==> src/rtl/pong_referee.sv <==
// ---------------------------------------------------------------------------
// pong_referee
//
// Purpose: referee for a Pong playfield. It flags paddle contact every cycle,
// awards points when the ball reaches an edge column without a paddle
// behind it, pauses for a serve delay after each point and stops the game
// once a player reaches the winning score.
//
// Parameters:
//   PADDLE_HEIGHT  paddle length in rows (1..8)
//   WIN_SCORE      score that ends the game (1..15)
//   HOLD_TICKS     isBallMoving pulses to wait after a point (1..15)
//
// Ports:
//   clk             rising-edge system clock
//   reset           asynchronous active-low reset
//   xPosition[5:0]  ball column 0..63
//   yPosition[4:0]  ball row 0..31
//   isBallMoving    one-cycle move tick from the ball block
//   leftPaddleY     top row of the left paddle
//   rightPaddleY    top row of the right paddle
//   isHittingLeft   registered: ball is on the left paddle
//   isHittingRight  registered: ball is on the right paddle
//   leftScore       points won by the left player
//   rightScore      points won by the right player
//   pointScored     one-cycle pulse when a point is awarded
//   serveRequest    one-cycle pulse when the post-point pause ends
//   gameOver        high while the game is over
//
// Build option:
//   PONG_AUTO_RESTART_EN  when defined, the game-over state waits HOLD_TICKS
//                         move ticks, clears the scores and serves again.
//                         When undefined, only reset leaves game-over.
// ---------------------------------------------------------------------------
module pong_referee #(
    parameter int PADDLE_HEIGHT = 4,
    parameter int WIN_SCORE     = 9,
    parameter int HOLD_TICKS    = 8
) (
    input  logic       clk,
    input  logic       reset,
    input  logic [5:0] xPosition,
    input  logic [4:0] yPosition,
    input  logic       isBallMoving,
    input  logic [4:0] leftPaddleY,
    input  logic [4:0] rightPaddleY,
    output logic       isHittingLeft,
    output logic       isHittingRight,
    output logic [3:0] leftScore,
    output logic [3:0] rightScore,
    output logic       pointScored,
    output logic       serveRequest,
    output logic       gameOver
);

    localparam logic [5:0] SPAN_EXT = 6'(PADDLE_HEIGHT - 1);
    localparam logic [3:0] WIN_VAL  = 4'(WIN_SCORE);
    localparam logic [3:0] HOLD_VAL = 4'(HOLD_TICKS);

    typedef enum logic [1:0] {
        ST_PLAY = 2'd0,
        ST_HOLD = 2'd1,
        ST_OVER = 2'd2
    } state_t;

    state_t     state_q;
    logic [3:0] cnt_q;
    logic [3:0] left_score_q;
    logic [3:0] right_score_q;
    logic       hit_left_q;
    logic       hit_right_q;
    logic       point_q;
    logic       serve_q;
    logic       over_q;

    // Bottom row of each paddle is computed one bit wider so a paddle near
    // row 31 covers the rows down to 31 instead of wrapping back to row 0.
    logic [5:0] left_bottom;
    logic [5:0] right_bottom;
    logic       left_in_span;
    logic       right_in_span;
    logic [3:0] cnt_inc;

    always_comb begin
        left_bottom   = {1'b0, leftPaddleY} + SPAN_EXT;
        right_bottom  = {1'b0, rightPaddleY} + SPAN_EXT;
        left_in_span  = (yPosition >= leftPaddleY) &&
                        ({1'b0, yPosition} <= left_bottom);
        right_in_span = (yPosition >= rightPaddleY) &&
                        ({1'b0, yPosition} <= right_bottom);
        cnt_inc       = cnt_q + 4'd1;
    end

    always_ff @(posedge clk or negedge reset) begin
        if (!reset) begin
            state_q       <= ST_PLAY;
            cnt_q         <= 4'd0;
            left_score_q  <= 4'd0;
            right_score_q <= 4'd0;
            hit_left_q    <= 1'b0;
            hit_right_q   <= 1'b0;
            point_q       <= 1'b0;
            serve_q       <= 1'b0;
            over_q        <= 1'b0;
        end else begin
            // Contact flags track the ball every cycle regardless of state.
            hit_left_q  <= (xPosition <= 6'd1)  && left_in_span;
            hit_right_q <= (xPosition >= 6'd62) && right_in_span;
            point_q     <= 1'b0;
            serve_q     <= 1'b0;

            case (state_q)
                ST_PLAY: begin
                    // Misses use the contact flag registered last cycle.
                    if (isBallMoving) begin
                        if ((xPosition == 6'd0) && !hit_left_q) begin
                            if (right_score_q < WIN_VAL)
                                right_score_q <= right_score_q + 4'd1;
                            point_q <= 1'b1;
                            cnt_q   <= 4'd0;
                            state_q <= ST_HOLD;
                        end else if ((xPosition == 6'd63) && !hit_right_q) begin
                            if (left_score_q < WIN_VAL)
                                left_score_q <= left_score_q + 4'd1;
                            point_q <= 1'b1;
                            cnt_q   <= 4'd0;
                            state_q <= ST_HOLD;
                        end
                    end
                end

                ST_HOLD: begin
                    if (isBallMoving) begin
                        if (cnt_inc == HOLD_VAL) begin
                            cnt_q <= 4'd0;
                            if ((left_score_q == WIN_VAL) ||
                                (right_score_q == WIN_VAL)) begin
                                state_q <= ST_OVER;
                                over_q  <= 1'b1;
                            end else begin
                                serve_q <= 1'b1;
                                state_q <= ST_PLAY;
                            end
                        end else begin
                            cnt_q <= cnt_inc;
                        end
                    end
                end

                ST_OVER: begin
`ifdef PONG_AUTO_RESTART_EN
                    if (isBallMoving) begin
                        if (cnt_inc == HOLD_VAL) begin
                            cnt_q         <= 4'd0;
                            left_score_q  <= 4'd0;
                            right_score_q <= 4'd0;
                            serve_q       <= 1'b1;
                            over_q        <= 1'b0;
                            state_q       <= ST_PLAY;
                        end else begin
                            cnt_q <= cnt_inc;
                        end
                    end
`else
                    // Scores frozen; only reset leaves this state.
                    over_q <= 1'b1;
`endif
                end

                default: begin
                    state_q <= ST_PLAY;
                    over_q  <= 1'b0;
                end
            endcase
        end
    end

    assign isHittingLeft  = hit_left_q;
    assign isHittingRight = hit_right_q;
    assign leftScore      = left_score_q;
    assign rightScore     = right_score_q;
    assign pointScored    = point_q;
    assign serveRequest   = serve_q;
    assign gameOver       = over_q;

endmodule

==> config.mk <==
export PLATFORM = sky130hd
export DESIGN_NAME = pong_referee
export DESIGN_NICKNAME = d
export VERILOG_FILES = /design/src/rtl/pong_referee.sv
export SDC_FILE = /design/constraint.sdc
export NUM_CORES = 1
export LEC_CHECK = 0
export BUFFER_PORTS_ARGS = -buffer_cell sky130_fd_sc_hd__buf_2
export CORE_AREA = 2 2 58 60
export DETAILED_ROUTE_END_ITERATION = 16
export DIE_AREA = 0 0 60 62
export MAX_ROUTING_LAYER = met4
export PLACE_DENSITY = 0.79
export SKIP_CTS_REPAIR_TIMING = 1
export SKIP_LAST_GASP = 1
export SYNTH_ARGS = -nofsm -noshare
export SYNTH_HDL_FRONTEND = slang
export SYNTH_SLANG_ARGS = --single-unit
==> constraint.sdc <==
create_clock -name clk -period 3.7 [get_ports clk]
set_clock_uncertainty 0.1 [all_clocks]
set_input_delay 0.74 -clock clk [delete_from_list [all_inputs] [get_ports clk]]
set_output_delay 0.74 -clock clk [all_outputs]
set_load 0.02 [all_outputs]
# Yosys cells after proc, flatten, opt, wreduce, memory -nomap -nowiden
# Index checks and enable logic that the tools add are counted.
# op_classes
reduce_logical	17
eq_ne	11
muxes	25
bitwise_logic	3
n_lt_le_gt_ge	8
add_sub_neg	5
# ops
cell	n
2-to-1 mux 4 bit	5
adder 4 x 1 -> 4 bit (second input constant)	3
adder 5 x 2 -> 6 bit (second input constant)	2
== test 4 bit (second input constant)	3
<= comparator 5 x 6 -> 1 bit	2
2-to-1 mux 2 bit	6
AND reduction 4 bit	3
2-to-1 mux 1 bit	11
>= comparator 5 bit	2
AND reduction 5 bit	2
less-than comparator 4 bit (second input constant)	2
!= test 2 bit (second input constant)	4
case mux 4 bit (2 select lines)	1
== test 6 bit (second input constant)	1
>= comparator 6 bit (second input constant)	1
<= comparator 6 x 1 -> 1 bit (second input constant)	1
logical AND 1 bit	6
zero test 6 bit	1
case mux 2 bit (3 select lines)	1
!= test 3 bit (second input constant)	1
inverter 1 bit	3
case mux 1 bit (3 select lines)	1
== test 2 x 1 -> 1 bit (second input constant)	1
== test 2 bit (second input constant)	1
4 further kinds	5
# word_totals
elab_cells	78
inputBits	24
regBits	19
out_inout_bits	13

# Depth between registers and ports, before layout
# depth
word_depth	6
ltp_mapped	9

# Worst setup path after synthesis
# No wires, ideal clock.
# synth_path
path_kind	input to register
startpoint	input xPosition[3]
endpoint	register state_q[0]
path_slack_ns	1.146
n_path_buf	0
arrival_ns	2.376
stages	5
setup_ns	0.077
required_time_ns	3.523
path_cell_list	or4_1 > or4_4 > and2_4 > a2111o_1 > a21oi_1
# synth_via
elab_chain_len	5
elab_cells_between_ends	9
cone_classes	eq/ne: 2; mux: 3; reduce/logical: 4
# synth_rtl
element	line	text
from (decl)	42	input logic [5:0] xPosition,
zero test 6 bit	116	if ((xPosition == 6'd0) && !hit_left_q) begin
logical AND 1 bit	116	
2-to-1 mux 2 bit	116	
2-to-1 mux 2 bit	115	if (isBallMoving) begin
case mux 2 bit (3 select lines)	112	case (state_q)
to (signal assigned)	121	state_q <= ST_HOLD;
to (signal assigned)	127	state_q <= ST_HOLD;
to (signal assigned)	138	state_q <= ST_OVER;
to (decl)	66	state_t state_q;
# Several ways; a longest one is shown, not always the timed one. The select of a mux whose other input is x is not followed.
# A chain may end at the register's enable or synchronous reset.

# Final worst setup path
# layout_path
startpoint	input xPosition[3]
endpoint	register cnt_q[2]
# layout_via
elab_chain_len	5
elab_cells_between_ends	9
cone_classes	eq/ne: 2; mux: 3; reduce/logical: 4
# layout_rtl
element	line	text
zero test 6 bit	116	
logical AND 1 bit	116	
2-to-1 mux 4 bit	116	
2-to-1 mux 4 bit	115	
case mux 4 bit (2 select lines)	112	
to (signal assigned)	145	cnt_q <= cnt_inc;
to (decl)	67	logic [3:0] cnt_q;
# Several ways; a longest one is shown, not always the timed one. The select of a mux whose other input is x is not followed.

==> key figures <==
Cells and area
  • Share of cells above drive strength 1: 0.2064
  • Ant diodes: 0
  • Synth-to-layout area growth: 15.90%
  • Fillers: 289
  • Area of the multi-input gates: 0.001064 sq mm
  • Final #Nets: about 280
  • Area occupied by registers: around 480 sq um
  • Final cell count without fillers: 264

Floorplan
  • Die H: between 60 and 70 um
  • Ports: 37
  • Core area: between 0.003 and 0.004 sq mm
  • FP Rows: 21
  • Chip Width: ~60 um
  • Initial core utilization: 0.5148
  • DIE AREA: about 0.0037 sq mm

Timing
  • Slew @ Worst Pin: 0.6666 ns
  • RSZ-0062 raised after global routing: false
  • Slew HR: 0.5529
  • Final TNS setup: 0 ns
  • Pins Over Slew Limit: 0
  • Final hold violations: 0
  • Min Tclk post-route: around 2.5 ns
  • Max Clk Rate: about 400 MHz
  • Final setup viols: 0
  • Fin crit share: 0.6772

Synthesis
  • Mapped Avg Cell Area: between 9 and 10 sq um
  • Syn Inst Count: 180
  • Post-synth EDFFs: 0
  • Library cells used by synthesis: 36
  • Post-synthesis sequential area ratio: 0.2905
  • Flops & latches, synth: 19
  • Syn nets: 237
  • Synth Cell Area: between 0.0015 and 0.002 sq mm
  • Ys flop type: dfrtp_1
  • Ys Warns: 0
  • Synth async-reset ratio: 1.000

Power and ir drop
  • Total chip power: around 740 uW
  • Static leakage: just under 0.001 uW
  • PD cells: a little under 400 mW/mm^2
  • Worst vdd ir: approximately 130 uV

Detailed routing
  • Routed WL: 3.391 mm
  • Drc violations: 0
  • Vias: between 1000 and 1500
  • Post-DRT Antenna Nets: 0
  • Router iterations before antenna repair: 4
  • Drt wl/cell: 12.84 um
  • 1st-iter DRT viols: 68
  • Via/cell ratio: around 5.4

Clocking
  • H-tree levels: 1
  • # clock sinks: 19
  • CTS root buf: clkbuf_4
  • Worst-path clk slew: 0.12 ns
  • Clk_lat worst skew: about 0.31 ns
  • CTS tree: yes
  • Max clock buf depth: 2
  • Number of CTS-inserted buffers: 3

Critical path
  • Req. time, crit path: ~3.8 ns
  • Crit Path Max Fanout: 8
  • Crit path DAT: about 2.6 ns
  • Worst Setup Start Kind: input port
  • Crit Path Class: input port to register
  • Element type at the critical path end: register

GRT
  • Global-route wire length before repair: just under 6 mm
  • Initial antenna violation count: 0
  • Congestion Overflow GR: 0
  • Gr usage total: 0.2190
  • Largest net degree at the start of global routing: 20
  • Number of global-route vias before repair: between 1000 and 1500

Placement
  • Port bufs: 36
  • Detailed placement HPWL: around 2.8 mm
  • RePlAce Congestion: 0.8125
  • Placed Instances: 260

Run
  • Max-cap violations: 0

Outcome
  • Status: complete, no violations

Worst hold path
  • Min-Delay Path Class: input port to asynchronous set/reset pin
layout by cell type (no fill, tap or decap), types with 2 or more instances in the layout:
master | netlist | routed
nand4_1 | 2 | 2
o22ai_1 | 2 | 2
inv_1 | 24 | 24
a21oi_1 | 11 | 11
nor2_1 | 3 | 3
clkbuf_4 | 0 | 3
xor2_1 | 2 | 2
nand2b_1 | 2 | 2
a41o_1 | 2 | 2
a211oi_1 | 3 | 3
o21ai_0 | 13 | 13
o21a_1 | 2 | 2
nand2_1 | 13 | 13
o211ai_1 | 3 | 3
dfrtp_1 | 19 | 19
ha_1 | 33 | 33
buf_2 | 0 | 36
o2111ai_1 | 3 | 3
nor3_1 | 5 | 5
nor2b_1 | 4 | 4
xnor2_1 | 9 | 9
nand3_1 | 6 | 6
a21o_1 | 3 | 3
sequential cells by signal (all words and copies together) (netlist names):
| register | count |
|---|---|
| cnt_q | 4 |
| isHittingLeft | 1 |
| state_q | 2 |
| rightScore | 4 |
| leftScore | 4 |
| pointScored | 1 |
| gameOver | 1 |
| isHittingRight | 1 |
| serveRequest | 1 |
layout make-up:
| class | count | area share |
|---|---|---|
| well taps | 46 | 0.03034 |
| multi-input cells | 135 | 0.5607 |
| clock buffers | 3 | 0.01187 |
| inverters | 24 | 0.04749 |
| flip-flops and latches | 19 | 0.2507 |
| repair buffers | 36 | 0.09499 |
| clock inverters | 1 | 0.003958 |
routing by layer:
metal | up-vias | global-route usage | part of all wire
met2 | 52 | 0.3602 | 0.48
met1 | 666 | 0.2877 | 0.46
met5 | - | - | 0
met4 | 0 | 0.07619 | 0.012
li1 | 715 | - | -
met3 | 5 | 0.01242 | 0.047
worst paths after layout:
check,from,end,slack (ns),cells after the start
max reg2reg,state_q[1],leftScore[2],1.66,6
max,xPosition[3],cnt_q[2],1.19,6
min in group clk,gameOver,gameOver,0.42,1
max in group asynchronous,reset,isHittingRight,2.96,1
min,reset,rightScore[0],0.24,1
min reg2reg,gameOver,gameOver,0.42,1
logic make-up (layout without fill, tap and decap cells):
family          count (synthesis)  after routing  synth area share
compound gates                 49             49            0.2003
simple gates                   41             41            0.1315
fa+ha+maj                      33             33            0.2523
buf+inv                        26             64           0.05964
flops                          19             19            0.2905
xor+xnor                       11             11           0.05887
mux                             1              1          0.006880
stage by stage:
stage / hold WS [ns] / util / setup slack, ns / cell area (sq um)
finish: 0.2359 / 0.5966 / 1.194 / 1897
CTS: 0.2525 / 0.5966 / 1.192 / 1897
global placement: 0.3935 / 0.5872 / 0.9331 / 1867
detailed placement: 0.3998 / 0.5872 / 0.8672 / 1867
floorplan: 0.3444 / - / 1.146 / 1637
global route: 0.2692 / 0.5966 / 1.091 / 1897
cells in the mapped netlist, drive strengths merged, types with 4 or more instances:
master / instances / share of area
a21oi: 11 / 0.034
nor3: 5 / 0.015
nand2: 13 / 0.030
dfrtp: 19 / 0.29
nand3: 6 / 0.018
ha: 33 / 0.25
nor2b: 4 / 0.015
o21ai: 13 / 0.040
a211oi: 4 / 0.021
xnor2: 9 / 0.048
inv: 24 / 0.055
power by group:
group | internal (uW) | total (uW) | switching, uW
Sequential | 256 | 317 | 61.0
Clock | 41.3 | 114 | 72.4
Combinational | 136 | 311 | 176
Total | 433 | 742 | 309
critical path, stage by stage:
cell and delay (ns):
buf_2 0.10, or4_1 0.55, or4_4 0.46, a31oi_1 0.51
a21oi_1 0.14, o22ai_1 0.14
Note: power is estimated with default switching activity, not from simulation.
